==> src/rtl/mcu_ring_ctrl_pkg.sv <==
// Shared definitions for the bank-rotation controller: phase codes and the
// rotating window-mask helper.
package mcu_ring_ctrl_pkg;

  typedef enum logic [1:0] {
    LOAD = 2'b00,
    PROC = 2'b01,
    OUT  = 2'b10,
    ILL  = 2'b11
  } phase_t;

  // KROWS consecutive ones starting at bit base, wrapping at nbank.
  function automatic logic [31:0] rotmask(input int base, input int krows, input int nbank);
    logic [31:0] m;
    int          idx;
    m = '0;
    for (int i = 0; i < 32; i++) begin
      if (i < krows) begin
        idx = base + i;
        if (idx >= nbank) idx = idx - nbank;
        m[idx[4:0]] = 1'b1;
      end
    end
    return m;
  endfunction

endpackage

==> src/rtl/mcu_ring_ctrl_if.sv <==
// Sequencer-side and bank-mux-side signals of the ring controller.
interface mcu_ring_ctrl_if #(
  parameter int NBANK = 5,
  parameter int SUB   = 2
);
  localparam int SEL_W = $clog2(NBANK);
  localparam int SUB_W = (SUB > 1) ? $clog2(SUB) : 1;

  logic             i_sop;
  logic             i_eop;
  logic             i_chblk;
  logic             i_sof;
  logic [NBANK-1:0] o_we;
  logic [SEL_W-1:0] o_sel;
  logic [SEL_W-1:0] o_win_base;
  logic [1:0]       o_state;
  logic [SUB_W-1:0] o_substate;
  logic             o_err;

  modport master (
    output i_sop, i_eop, i_chblk, i_sof,
    input  o_we, o_sel, o_win_base, o_state, o_substate, o_err
  );

  modport slave (
    input  i_sop, i_eop, i_chblk, i_sof,
    output o_we, o_sel, o_win_base, o_state, o_substate, o_err
  );
endinterface

==> src/rtl/mcu_edge_det.sv <==
// One-bit rising-edge detector; the previous level is kept in a register.
module mcu_edge_det (
  input  logic clk,
  input  logic rst,
  input  logic d,
  output logic rise
);
  logic q;

  always_ff @(posedge clk or negedge rst) begin
    if (!rst) q <= 1'b0;
    else      q <= d;
  end

  assign rise = d & ~q;
endmodule

==> src/rtl/mcu_ring_ctrl.sv <==
// Ring-of-banks controller: one bank loads, a KROWS window feeds the
// convolver, one bank drains; pointers step on block-change edges.
module mcu_ring_ctrl
  import mcu_ring_ctrl_pkg::*;
#(
  parameter int KROWS = 3,
  parameter int NBANK = 5,
  parameter int SUB   = 2
) (
  input  logic           clk,
  input  logic           rst,
  mcu_ring_ctrl_if.slave bus
);
  localparam int SEL_W = $clog2(NBANK);
  localparam int SUB_W = (SUB > 1) ? $clog2(SUB) : 1;

  localparam logic [SEL_W-1:0] PTR_LAST  = SEL_W'(NBANK - 1);
  localparam logic [SEL_W-1:0] LOAD_INIT = SEL_W'(KROWS);
  localparam logic [SUB_W-1:0] SUB_LAST  = SUB_W'(SUB - 1);

  if (NBANK < KROWS + 2) begin : g_bad_params
    $error("mcu_ring_ctrl: NBANK must be >= KROWS+2");
  end

  phase_t           state;
  logic [SEL_W-1:0] load_ptr;
  logic [SEL_W-1:0] out_ptr;
  logic [SEL_W-1:0] win_base;
  logic [SUB_W-1:0] substate;
  logic             err;
  logic             rise;
  logic [1:0]       code;
  logic             ill;

  assign code = {bus.i_eop, bus.i_sop};
  assign ill  = (code == 2'(ILL));

  mcu_edge_det u_edge (
    .clk  (clk),
    .rst  (rst),
    .d    (bus.i_chblk),
    .rise (rise)
  );

  // Registered phase and pointers; i_sof outranks edges and transitions.
  always_ff @(posedge clk or negedge rst) begin
    if (!rst) begin
      state    <= LOAD;
      load_ptr <= LOAD_INIT;
      out_ptr  <= PTR_LAST;
      win_base <= '0;
      substate <= '0;
      err      <= 1'b0;
    end else begin
      if (!ill) state <= phase_t'(code);

      if (bus.i_sof)  err <= 1'b0;
      else if (ill)   err <= 1'b1;

      if (bus.i_sof) begin
        load_ptr <= LOAD_INIT;
        out_ptr  <= PTR_LAST;
        win_base <= '0;
        substate <= '0;
      end else if (!ill) begin
        case (state)
          LOAD: if (rise) load_ptr <= (load_ptr == PTR_LAST) ? '0 : load_ptr + 1'b1;
          OUT:  if (rise) out_ptr  <= (out_ptr  == PTR_LAST) ? '0 : out_ptr + 1'b1;
          PROC: if (code == 2'(OUT)) begin
            win_base <= (win_base == PTR_LAST) ? '0 : win_base + 1'b1;
            substate <= (substate == SUB_LAST) ? '0 : substate + 1'b1;
          end
          default: ;
        endcase
      end
    end
  end

  logic [31:0]      mask_all;
  logic [NBANK-1:0] we_c;
  logic [SEL_W-1:0] sel_c;
  logic             unused_mask_hi;

  assign mask_all       = rotmask(int'(win_base), KROWS, NBANK);
  assign unused_mask_hi = ^mask_all[31:NBANK];

  always_comb begin
    we_c  = '0;
    sel_c = load_ptr;
    case (state)
      LOAD: begin
        we_c  = NBANK'(1) << load_ptr;
        sel_c = load_ptr;
      end
      PROC: begin
        we_c  = mask_all[NBANK-1:0];
        sel_c = win_base;
      end
      OUT: begin
        we_c  = '0;
        sel_c = out_ptr;
      end
      default: ;
    endcase
  end

  assign bus.o_we       = we_c;
  assign bus.o_sel      = sel_c;
  assign bus.o_win_base = win_base;
  assign bus.o_state    = state;
  assign bus.o_substate = substate;
  assign bus.o_err      = err;
endmodule

==> src/flat_wrapper.sv <==
// flat-port wrapper written by rule: the top's interface ports become plain ports
module mcu_ring_ctrl_flat import mcu_ring_ctrl_pkg::*;
#(
  parameter int KROWS = 3,
  parameter int NBANK = 5,
  parameter int SUB   = 2
)
  (clk, rst, bus_i_sop, bus_i_eop, bus_i_chblk, bus_i_sof, bus_o_we, bus_o_sel, bus_o_win_base, bus_o_state, bus_o_substate, bus_o_err);
  mcu_ring_ctrl_if #(.NBANK(NBANK), .SUB(SUB)) bus_i ();
  input  logic clk;
  input  logic rst;
  input wire logic [$bits(bus_i.i_sop)-1:0] bus_i_sop;
  input wire logic [$bits(bus_i.i_eop)-1:0] bus_i_eop;
  input wire logic [$bits(bus_i.i_chblk)-1:0] bus_i_chblk;
  input wire logic [$bits(bus_i.i_sof)-1:0] bus_i_sof;
  output wire logic [$bits(bus_i.o_we)-1:0] bus_o_we;
  output wire logic [$bits(bus_i.o_sel)-1:0] bus_o_sel;
  output wire logic [$bits(bus_i.o_win_base)-1:0] bus_o_win_base;
  output wire logic [$bits(bus_i.o_state)-1:0] bus_o_state;
  output wire logic [$bits(bus_i.o_substate)-1:0] bus_o_substate;
  output wire logic [$bits(bus_i.o_err)-1:0] bus_o_err;
  assign bus_i.i_sop = bus_i_sop;
  assign bus_i.i_eop = bus_i_eop;
  assign bus_i.i_chblk = bus_i_chblk;
  assign bus_i.i_sof = bus_i_sof;
  assign bus_o_we = bus_i.o_we;
  assign bus_o_sel = bus_i.o_sel;
  assign bus_o_win_base = bus_i.o_win_base;
  assign bus_o_state = bus_i.o_state;
  assign bus_o_substate = bus_i.o_substate;
  assign bus_o_err = bus_i.o_err;
  mcu_ring_ctrl #(.KROWS(KROWS), .NBANK(NBANK), .SUB(SUB)) u_core (.clk(clk), .rst(rst), .bus(bus_i));
endmodule
==> config.mk <==
export PLATFORM = sky130hd
export DESIGN_NAME = mcu_ring_ctrl_flat
export DESIGN_NICKNAME = d
export VERILOG_FILES = /design/src/rtl/mcu_ring_ctrl_pkg.sv /design/src/rtl/mcu_ring_ctrl_if.sv /design/src/rtl/mcu_edge_det.sv /design/src/rtl/mcu_ring_ctrl.sv /design/src/flat_wrapper.sv
export SDC_FILE = /design/constraint.sdc
export NUM_CORES = 1
export LEC_CHECK = 0
export CAP_MARGIN = 20
export CORE_ASPECT_RATIO = 0.5
export CORE_MARGIN = 2
export CORE_UTILIZATION = 49
export CTS_CLUSTER_SIZE = 8
export DETAILED_ROUTE_END_ITERATION = 16
export PLACE_DENSITY_LB_ADDON = 0.25
export SYNTH_ARGS = -nofsm -noshare
export SYNTH_HDL_FRONTEND = slang
export SYNTH_SLANG_ARGS = --single-unit
==> constraint.sdc <==
create_clock -name clk -period 3.05 [get_ports clk]
set_clock_uncertainty 0.2 [all_clocks]
set_input_delay 0.7625 -clock clk [delete_from_list [all_inputs] [get_ports clk]]
set_output_delay 0.7625 -clock clk [all_outputs]
set_load 0.005 [all_outputs]
# Yosys cells after proc, flatten, opt, wreduce, memory -nomap -nowiden
# Cells that the tools add are included.
# word_totals
input_bits,6
word_cells,84
output_inout_bits,15
regBits,14
# classes
addsub,9
magnitude_cmp,9
n_mux,33
shifts,1
reduce_logical,13
eq_ne,8
n_bitwise,4
# op_table
cell,n
$ge A32 B4 Y1 const B,2
$mux W3,15
$lt A5 B6 Y1 const B,3
$demux W1 S5,3
$ge A5 B1 Y1 const B,3
$mux W5,3
$reduce_bool A2 Y1,6
$mux W1,10
$or A5 B5 Y5,2
$pmux W5 S2,1
$sub A5 B4 Y5 const B,2
$add A3 B1 Y3 const B,3
$eq A3 B3 Y1 const B,3
$reduce_and A3 Y1,3
$eq A2 B2 Y1 const B,3
$pmux W3 S2,1
$shl A1 B3 Y5 const A,1
$add A3 B1 Y4 const B,1
$add A3 B2 Y4 const B,1
$sub A3 B3 Y4 const B,1
$ge A3 B3 Y1 const B,1
$logic_and A1 B1 Y1,3
$eq A2 B1 Y1 const B,1
$logic_not A2 Y1,1
4 further kinds,4

# Longest topological paths before layout
# depth
depth_word,10
depth_mapped,10
depth_no_buf,10

# Modules after synthesis
# A second synthesis with hierarchy kept.
# hier_totals
hier_cells,170
area_unflattened_um2,1440.1
# modules_own_cells
mod,area_each_um2,n_inst,seq_area_each_um2,cells_per_inst
mcu_ring_ctrl,1401.3,1,329.1,168
mcu_edge_det,38.8,1,25.0,2

# Worst setup path after synthesis
# OpenSTA, ideal clock, no wires.
# synth_path
kind,flip-flop to output port
startpoint,"register u_core.win_base[1], in the netlist u_core.bus.o_win_base[1]"
endpoint,output bus_o_we[4]
n_path_buf,0
stages_incl_launch_ff,10
t_required_ns,2.088
arrival_ns,2.276
setup_slack_ns,-0.189
cell_sequence,dfrtp_1 > inv_1 > ha_1 > inv_1 > nand2_1 > o21ai_0 > ha_1 > a22oi_1 > or3_1 > o221ai_2
# synth_via
elab_chain_cells,10
word_cells_on_any_way,29
classes_between,add/sub: 5; order compare: 9; mux: 10; bitwise: 2; reduce/logical: 3
# synth_lines
element,line_no,source
start: declaration,mcu_ring_ctrl.sv:28,logic [SEL_W-1:0] win_base;
start signal: assignment,mcu_ring_ctrl.sv:70,win_base <= (win_base == PTR_LAST) ? '0 : win_base + 1'b1;
$add A3 B1 Y4,mcu_ring_ctrl_pkg.sv:19,idx = base + i;
$ge A32 B4 Y1 / $sub A5 B4 Y5 (equally long branches),mcu_ring_ctrl_pkg.sv:20,if (idx >= nbank) idx = idx - nbank;
$mux W5,mcu_ring_ctrl_pkg.sv:20,
$lt A5 B6 Y1 (implied by the code) / $ge A5 B1 Y1 (equally long branches),mcu_ring_ctrl_pkg.sv:21,m[idx[4:0]] = 1'b1;
$logic_and A1 B1 Y1 (implied by the code),mcu_ring_ctrl_pkg.sv:21,
$mux W1 (implied by the code),mcu_ring_ctrl_pkg.sv:21,
$demux W1 S5,--,
$or A5 B5 Y5 (no line),--,
$or A5 B5 Y5 (no line) (*),--,
$pmux W5 S2 (*),mcu_ring_ctrl.sv:90,case (state)
end: declaration,flat_wrapper.sv:16,output wire logic [$bits(bus_i.o_we)-1:0] bus_o_we;
# Every way passes the cells marked *; elsewhere a longest branch is shown, timed or not.

# Worst setup path in the final report
# layout_path
startpoint,"register u_core.win_base[1], in the netlist u_core.bus.o_win_base[1]"
endpoint,output bus_o_we[0]
# The elaborated chain is that of the path after synthesis.

==> metrics.csv <==
metric,value,unit
grt_pass1_wl,7569,microns
cts-root-buf,clkbuf_8,
vdd_drop_max,370.4,uV
whs_path_depth,2,
setup_viol,5,
ys_ff_latch,14,
fp-row-count,13,
drive_gt1_share,44.21,%
synth_cells,177,
grt_max_degree,15,
synth_nets,206,
period_share,109.3,%
max_slew.worst_pin.slew,634.4,ps
holdPathEnd,u_core.bus.o_err,
r2r_end,u_core.bus.o_win_base[2],
ff2ff_path_depth,8,
synthTopCellsByCount,"ha_1 (22), nand2_1 (21), nor2_1 (13)",
p_leak,0.9667,nW
nNetsFinal,272,
ys_warn_count,0,
regArea,355.3,sq um
relSlewSlack,57.58,%
cts.sinks,14,
clock_path_buffers,2,
hp-start,u_core.bus.o_err,
r2r-start,u_core.bus.o_state[1],
io_pins,21,
hold_viol,0,
period_needed,3335,ps
postRouteAntennaNets,0,
drt_wl_total,5381,microns
antenna_found_initial,0,
fin_ws,-284.8,ps
path_clk_slew,60,ps
insertion_delay,250,ps
multiInputGateArea,1226,sq um
netlist-cell-type-count,46,
grt_util_all_layers,28.48,%
core_area,2716,sq um
synth.largest_area_cell,dfrtp_1,
status,"finished, violations left",
dr_total_vias,1742,
fmax,299.9,MHz
cp.required,2090,ps
grt_remaining_overflow,0,
hold_class,register to register,
drtIter0Drc,225,
area_delta_synth_final,55.96,%
power_density,231.2,nW/um^2
total_power,0.0005296,W
first_pass_iters,6,
path_class,register to output pin,
rsz0062_at_grt,true,
violations,setup timing,
synth_edf_count,0,
whs,305.4,ps
r2r_setup_slack,1020,ps
synth-async-reset-ratio,100.0,%
synth_seq_area_share,24.11,%
dp_hpwl,3012,microns
diodes,0,
num-fill-cells,136,
place_area,1921,sq um
netlist_area,1469,sq um
htree_num_levels,1,
synth_top_area_share,18.74,%
numCtsBuffers,3,
cp.arrival,2370,ps
synthTopCellsByArea,"dfrtp_1 (19%), ha_1 (19%), dfstp_2 (5.4%)",
cts_tree,yes,
wl_per_cell,19.29,microns
die_w,81.43,microns
drc,0,
start_util,54.08,%
grt_pass1_vias,1604,
die_area,3478,sq um
vias_per_cell,6.244,
syn_avg_cell_area,8.299,sq um
finalInstanceArea,2291,sq um
start_kind,register,
synth_most_common_cell,ha_1,
endpoint_kind,output pin,
critPathMaxFanout,5,
place.port_buffers,20,
cts_hold_buf,0,
synth_flop_cell,dfrtp_1,
die_h,42.72,microns
gp_congestion,0.9366,
drv_slew,0,
cap_violations,0,
==> cell type report <==
| type | instances | area share [%] |
|---|---|---|
| Multi-Input combinational cell | 141 | 53.52 |
| Sequential cell | 14 | 15.51 |
| Timing Repair Buffer | 67 | 23.70 |
| Tap cell | 37 | 2.021 |
| Inverter | 16 | 2.840 |
| Clock buffer | 4 | 2.403 |
==> state kept, by name, indices dropped and copies added, names as in the netlist <==
name                   count
u_core.u_edge.q            1
u_core.bus.o_substate      1
u_core.bus.o_state         2
u_core.bus.o_win_base      3
u_core.out_ptr             3
u_core.load_ptr            3
u_core.bus.o_err           1
==> worst max path at each step <==
stage	start	endpoint	slack, ps	cells past startpoint
after global placement	u_core.bus.o_win_base[0]	bus_o_we[4]	-380	10
after CTS	u_core.bus.o_win_base[1]	bus_o_we[3]	-190	11
after global routing	u_core.bus.o_win_base[1]	bus_o_we[0]	-340	10
after floorplan	u_core.bus.o_win_base[1]	bus_o_we[4]	1	9
after detailed placement	u_core.bus.o_win_base[0]	bus_o_we[4]	-390	10
final	u_core.bus.o_win_base[1]	bus_o_we[0]	-280	10
==> through the flow <==
stage / util, % / std cells / setup TNS (ps) / setup slack (ps)
after floorplan: - / 177 / 0 / 1.121
final: 84.34 / 279 / -1239 / -284.8
after CTS: 79.92 / 277 / -821.2 / -194.4
after detailed placement: 70.70 / 259 / -1823 / -392.8
after global placement: 70.70 / 259 / -1585 / -381.9
after global routing: 84.34 / 279 / -1456 / -343.1
==> logic make-up after synthesis <==
kind of cell	Yosys count	share of synthesized area (%)
adder cells (fa/ha/maj)	23	20.10
AND/OR/NAND/NOR	59	19.51
AO/OA/AOI/OAI	56	27.09
XOR/XNOR	3	2.300
buffers and inverters	22	6.898
flip-flops	14	24.11
==> worst max-delay path, stage by stage (launching register included) <==
cell and delay, ps:
dfrtp_2 470, buf_6 150, ha_4 170, nor2b_4 140, o21ai_2 170, ha_4 250
nor2_1 110, nor3_1 60, o21ai_1 270, o221ai_1 180, buf_2 150
==> placed cells by master (no fill, tap or decap), types with 6 or more instances in the layout <==
cell / synthesis / layout
nand2_1: 21 / 19
a21oi_1: 12 / 9
clkdlybuf4s50_1: 0 / 15
inv_1: 12 / 9
dfrtp_1: 11 / 10
ha_1: 22 / 12
nor2_1: 13 / 13
ha_4: 0 / 6
buf_4: 0 / 43
==> repair_timing <==
item | in CTS | in global routing
resized for setup | 50 | 20
setup buffers | 15 | 2
endpoints found under the hold margin | 0 | 0
endpoints found under the setup margin | 5 | 5
pin swaps | 18 | 15
==> power by group <==
group,internal [W],switching [W],total [W]
clock network,0.000114,0.0000695,0.000184
registers,0.000194,0.00000708,0.000201
logic,0.0000697,0.0000748,0.000144
total,0.000378,0.000151,0.000530
==> layer usage <==
metal  routed length [microns]  part of all wire (%)  GRT usage (%)  vias to the layer above
met5                         0                     0              0                        -
met3                       538                    10          3.404                       44
met2                      2338                    43          47.38                      132
met1                      2196                    41          37.70                      797
li1                          -                     -              -                      769
met4                       308                   5.7          11.53                        0
No activity file was read; power rests on OpenSTA's default activity.
